**src/rtl/pipe_scoreboard.sv**
```systemverilog
// pipe_scoreboard
//
// Counter-based scoreboard and hazard unit for the 5-stage RV32 pipeline,
// placed at the ID/EX boundary. It generates the ID stall.
//
// Each architectural register r >= 1 has a down-counter cnt[r]. The counter
// holds the number of cycles left until the register's pending result can be
// forwarded to an EX consumer. A consumer may issue once its source counter
// is <= 1. x0 is never tracked.
//
// A separate down-counter, mdu_cnt, tracks the shared non-pipelined
// iterative unit (MDU).
//
// The youngest issued instruction can be cancelled by an EX-stage flush
// (ex_kill). When that happens, its destination counter is rolled back to
// the value the previous writer would have reached.
//
// Optional feature, off by default:
//   SB_WAW_CHECK_EN  When defined, ID also stalls when a write to rd would
//                    complete before an older, longer write to the same rd.
//
// Ports:
//   clk, reset          clock; synchronous active-high reset
//   id_valid            ID holds a valid instruction
//   id_rs1/id_rs2       source register addresses
//   id_rs1/2_used       the source is actually read
//   id_rd, id_rd_we     destination register and write enable
//   id_lat              result latency (0 is treated as 1, saturates at MAX_LAT)
//   id_long             instruction uses the iterative unit
//   ex_kill             EX-stage flush; cancels the instruction in EX
//   stall               combinational ID stall
//   busy_mask           registered; bit r set while cnt[r] != 0
//   mdu_busy            registered; set while mdu_cnt != 0
module pipe_scoreboard #(
    parameter int NUM_REGS = 32,
    parameter int REG_AW   = $clog2(NUM_REGS),
    parameter int MAX_LAT  = 8,
    parameter int LAT_W    = $clog2(MAX_LAT + 1)
) (
    input  logic                clk,
    input  logic                reset,
    input  logic                id_valid,
    input  logic [REG_AW-1:0]   id_rs1,
    input  logic [REG_AW-1:0]   id_rs2,
    input  logic                id_rs1_used,
    input  logic                id_rs2_used,
    input  logic [REG_AW-1:0]   id_rd,
    input  logic                id_rd_we,
    input  logic [LAT_W-1:0]    id_lat,
    input  logic                id_long,
    input  logic                ex_kill,
    output logic                stall,
    output logic [NUM_REGS-1:0] busy_mask,
    output logic                mdu_busy
);

    localparam logic [LAT_W-1:0] LAT_ZERO = '0;
    localparam logic [LAT_W-1:0] LAT_ONE  = LAT_W'(1);
    localparam logic [LAT_W-1:0] LAT_TWO  = LAT_W'(2);
    localparam logic [LAT_W-1:0] LAT_MAX  = LAT_W'(MAX_LAT);

    logic [LAT_W-1:0]    cnt     [NUM_REGS];
    logic [LAT_W-1:0]    cnt_nxt [NUM_REGS];
    logic [LAT_W-1:0]    mdu_cnt;
    logic [LAT_W-1:0]    mdu_nxt;
    logic [NUM_REGS-1:0] busy_nxt;

    logic                last_vld;
    logic                last_we;
    logic                last_long;
    logic [REG_AW-1:0]   last_rd;
    logic [LAT_W-1:0]    last_prev_cnt;

    logic [LAT_W-1:0]    lat_n;
    logic [LAT_W-1:0]    restore_cnt;
    logic                raw1;
    logic                raw2;
    logic                struct_haz;
    logic                waw_haz;
    logic                issue;

    assign lat_n = (id_lat == LAT_ZERO) ? LAT_ONE :
                   (id_lat > LAT_MAX)   ? LAT_MAX : id_lat;

    // The cancelled instruction overwrote the previous writer's count one
    // cycle ago. That writer would have decremented on both edges since then.
    assign restore_cnt = (last_prev_cnt > LAT_TWO) ? (last_prev_cnt - LAT_TWO) : LAT_ZERO;

    // A count of 1 means the result is forwardable on the next edge, so a
    // consumer may issue now.
    assign raw1       = id_rs1_used && (id_rs1 != '0) && (cnt[id_rs1] > LAT_ONE);
    assign raw2       = id_rs2_used && (id_rs2 != '0) && (cnt[id_rs2] > LAT_ONE);
    assign struct_haz = id_long && (mdu_cnt > LAT_ONE);

`ifdef SB_WAW_CHECK_EN
    assign waw_haz = id_rd_we && (id_rd != '0) && (cnt[id_rd] > lat_n);
`else
    assign waw_haz = 1'b0;
`endif

    // ID is being flushed on ex_kill, so no stall is raised in that cycle.
    assign stall = id_valid && !ex_kill && (raw1 || raw2 || struct_haz || waw_haz);
    assign issue = id_valid && !stall && !ex_kill;

    always_comb begin
        for (int r = 0; r < NUM_REGS; r++) begin
            cnt_nxt[r] = (cnt[r] != LAT_ZERO) ? (cnt[r] - LAT_ONE) : LAT_ZERO;
        end
        mdu_nxt = (mdu_cnt != LAT_ZERO) ? (mdu_cnt - LAT_ONE) : LAT_ZERO;

        if (ex_kill) begin
            if (last_vld) begin
                if (last_we && (last_rd != '0)) begin
                    cnt_nxt[last_rd] = restore_cnt;
                end
                if (last_long) begin
                    mdu_nxt = LAT_ZERO;
                end
            end
        end else if (issue) begin
            if (id_rd_we && (id_rd != '0)) begin
                cnt_nxt[id_rd] = lat_n;
            end
            if (id_long) begin
                mdu_nxt = lat_n;
            end
        end

        cnt_nxt[0] = LAT_ZERO;

        busy_nxt = '0;
        for (int r = 1; r < NUM_REGS; r++) begin
            busy_nxt[r] = (cnt_nxt[r] != LAT_ZERO);
        end
    end

    always_ff @(posedge clk) begin
        if (reset) begin
            for (int r = 0; r < NUM_REGS; r++) begin
                cnt[r] <= LAT_ZERO;
            end
            mdu_cnt       <= LAT_ZERO;
            busy_mask     <= '0;
            mdu_busy      <= 1'b0;
            last_vld      <= 1'b0;
            last_we       <= 1'b0;
            last_long     <= 1'b0;
            last_rd       <= '0;
            last_prev_cnt <= LAT_ZERO;
        end else begin
            for (int r = 0; r < NUM_REGS; r++) begin
                cnt[r] <= cnt_nxt[r];
            end
            mdu_cnt   <= mdu_nxt;
            busy_mask <= busy_nxt;
            mdu_busy  <= (mdu_nxt != LAT_ZERO);
            last_vld  <= issue;
            if (issue) begin
                last_rd       <= id_rd;
                last_we       <= id_rd_we;
                last_long     <= id_long;
                last_prev_cnt <= cnt[id_rd];
            end
        end
    end

endmodule

```
**config.mk**
```make
export PLATFORM = sky130hd
export DESIGN_NAME = pipe_scoreboard
export DESIGN_NICKNAME = d
export VERILOG_FILES = /design/src/rtl/pipe_scoreboard.sv
export SDC_FILE = /design/constraint.sdc
export NUM_CORES = 1
export LEC_CHECK = 0
export BUFFER_PORTS_ARGS = -buffer_cell sky130_fd_sc_hd__clkbuf_2
export CAP_MARGIN = 10
export CORE_MARGIN = 4
export CORE_UTILIZATION = 45
export CTS_BUF_LIST = sky130_fd_sc_hd__clkbuf_4
export CTS_CLUSTER_DIAMETER = 120
export DETAILED_ROUTE_END_ITERATION = 6
export SYNTH_ARGS = -nofsm -noshare
export SYNTH_HDL_FRONTEND = slang
export SYNTH_SLANG_ARGS = --single-unit
```
**constraint.sdc**
```tcl
create_clock -name clk -period 4.74 [get_ports clk]
set_input_delay 0.948 -clock clk [delete_from_list [all_inputs] [get_ports clk]]
set_output_delay 0.948 -clock clk [all_outputs]
set_load 0.03 [all_outputs]
```
==> flow_metrics.tcl <==
set metrics [dict create \
    status "complete, but fails checks" \
    violations "DRC" \
    clk_latency_ns 0.63 \
    die-area_sq_um 30800 \
    port_buffers 59 \
    yosys_warnings 0 \
    dieWidth_um 175 \
    max_freq_ghz 0.227 \
    synth_flop_cell "dfxtp_1" \
    path_max_fanout 13 \
    place_hpwl_um 40000 \
    clkTransAtPathRegs_ns 0.16 \
    synth_cell_type_count 85 \
    cpMostUsedCell "clkbuf_2" \
    placed_cell_area_sq_um 13500 \
    core_area_sq_um 27700 \
    initial_core_util_pct 45.6 \
    cts_resized 0 \
    swShare_pct 39.2 \
    post_cts_buffers 0 \
    synth_nets 1716 \
    most-common-layout-cells "nor2_1, nand2_1, dfxtp_1, o21ai_0, nor3_1" \
    grt_pass1_vias 13140 \
    nFillCells 2821 \
    rsz0062_at_grt "false" \
    cts_buffer_depth 2 \
    whs_path_depth 2 \
    layout.nets 1751 \
    die_h_um 175 \
    drt_iter0_markers 2108 \
    row_count 61 \
    holdBufCountCts 0 \
    final_hold_viol_count 0 \
    p_comb_share_pct 28.8 \
    crit_chain "clkbuf_2 -> mux4_2 -> o32a_1 -> nor4_2 -> o31a_2 -> a21oi_1 -> clkbuf_2" \
    clock-root-buffer "clkbuf_4" \
    synth_cells 1688 \
    skew_ns 0.0449 \
    synth-seq-area-share_pct 27.3 \
    setup_tns_ns 0 \
    p_leak_uw 0.00502 \
    period_share_pct 93.1 \
    grt_max_degree 91 \
    remaining_drc_errors 2 \
    grt.overflow.total 0 \
    htreeDepth 4 \
    synthArstFlopShare_pct 0 \
    timing.slew.headroom_pct 20.8 \
    start_kind "input pin" \
    vdd_ir_drop_max_uv 262 \
    final_common_cell "nor2_1" \
    synth-seq-cells 172 \
    drv_slew 0 \
    drt-total-wl_um 55000 \
    hold_class "flip-flop to flip-flop" \
    antenna_found_initial 1 \
    syn-mean-instance-area_sq_um 7.48 \
    p_per_area_nw_per_um2 254 \
    dr.pass1.iters 7 \
    design_area_sq_um 13700 \
    drv_cap 0 \
    required_ns 3.79 \
    vias_per_cell 6.80 \
    syn_area_sq_um 12600 \
    fin_crit_ns 4.41 \
    power_frac_seq_pct 46.9 \
    numCtsBuffers 17 \
    worst_pin_slew_ns 1.18 \
    worst_setup_path_end_kind "output port" \
    area_delta_synth_final_pct 8.68 \
    track_usage_pct 34.9 \
    grt_pass1_wl_um 81900 \
    path_class "input pin to output port" \
    power.total_uw 3480 \
    vias 14385 \
    rr_worst_depth 10 \
    ios 61 \
    place_congestion 1.06 \
    worst_path_max_delay_cell "mux4_2" \
    arrival_ns 3.46 \
    wl_per_cell_um 26.0 \
    cts.sinks 172 \
    clkPwrFrac_pct 24.3 \
    cts_tree "built" \
    synth_edf_count 0 \
    ant_nets 0 \
    cpPeakStageDelay_ns 0.54 \
    setup_viol 0 \
    drive_gt1_share_pct 15.3 \
    final_util_pct 49.5 \
    internal-power_uw 2120 \
    p_sw_uw 1360 \
]
[final timing paths]
kind / startpoint / end / slack [ns]
worst min register to register: last_long / last_long / 0.48
worst min-delay path: last_long / last_long / 0.48
worst max register to register: cnt[13][3] / busy_mask[15] / 1.01
worst max-delay path: id_rs1[0] / stall / 0.33
[per-layer routing]
layer / vias to the layer above / GRT usage, % / wire length (um)
met5: - / 0 / 0
met1: 6672 / 46.2 / 22000
met4: 0 / 19.5 / 3930
met2: 1057 / 51.3 / 22500
li1: 6427 / - / -
met3: 229 / 9.71 / 6560
[cells by family (layout without fill, tap and decap cells)]
logic type / after synthesis / in the layout / share of synthesized area, %
DFF: 172 / 172 / 27.3
and+or+nand+nor: 823 / 823 / 32.2
AOI/OAI and AO/OA: 485 / 485 / 26.1
adders and majority gates: 1 / 1 / 0.0991
buffers and inverters: 120 / 168 / 3.99
other: 1 / 2 / 0.0297
muxes: 86 / 86 / 10.2
[worst max-delay path, delay by kind of cell]
kind	cells	cell delay (ns)
compound gates	3	1.02
buf+inv	2	0.55
mux	1	0.54
simple gates	1	0.40
[area by class of cell]
class	instances	area (sq um)	share of cell area, %
antenna	1	2.50	0.0182
clock buffer	17	128	0.930
clock inverter	15	123	0.894
inverter	12	45.0	0.328
multi-input combinational	1396	8710	63.5
sequential	172	3440	25.1
tap	378	473	3.45
timing repair buffer	124	801	5.84
[cell usage after synthesis (17+ instances only)]
master    count  share of area (%)
mux4_2       33                5.9
clkbuf_1     82                2.4
a211oi_1     39                2.3
nand3_1      58                2.3
o22ai_1      19               0.94
o31ai_1      32                1.9
a41oi_1      21                1.5
or2_2        26                1.3
nor4_1       20               0.99
a21oi_1      81                3.2
o211ai_1     28                1.7
mux2i_1      41                3.3
a22oi_1      19                1.1
nor3b_1      25                1.5
nand2_1     206                6.1
nor2_1      273                8.1
nor2b_1      21                1.0
dfxtp_1     172                 27
o21ai_0     113                4.5
nor3_1       86                3.4
or3_1        17               0.84
a31oi_1      19               0.94
[state kept, by name (all words and copies together) (netlist names)]
signal	count
last_rd	5
last_vld	1
cnt	124
last_prev_cnt	4
last_we	1
mdu_busy	1
mdu_cnt	4
last_long	1
busy_mask	31
[power by group through the flow]
stage,registers (uW),logic (uW),clock network (uW)
after CTS,1630,970,863
after global routing,1640,1050,918
final,1630,1000,845
after floorplan,1680,576,0
after global placement,1660,962,0
after detailed placement,1660,967,0
[per-stage QoR]
stage | std cells | hold slack [ns] | worst slack (ns)
4_1_cts | 2114 | 0.484 | 0.423
2_1_floorplan | 1688 | 0.445 | 0.776
3_5_place_dp | 2082 | 0.463 | 0.432
3_3_place_gp | 2082 | 0.459 | 0.446
6_report | 2115 | 0.482 | 0.329
5_1_grt | 2115 | 0.500 | 0.258
No activity file was read; power rests on OpenSTA's default activity.
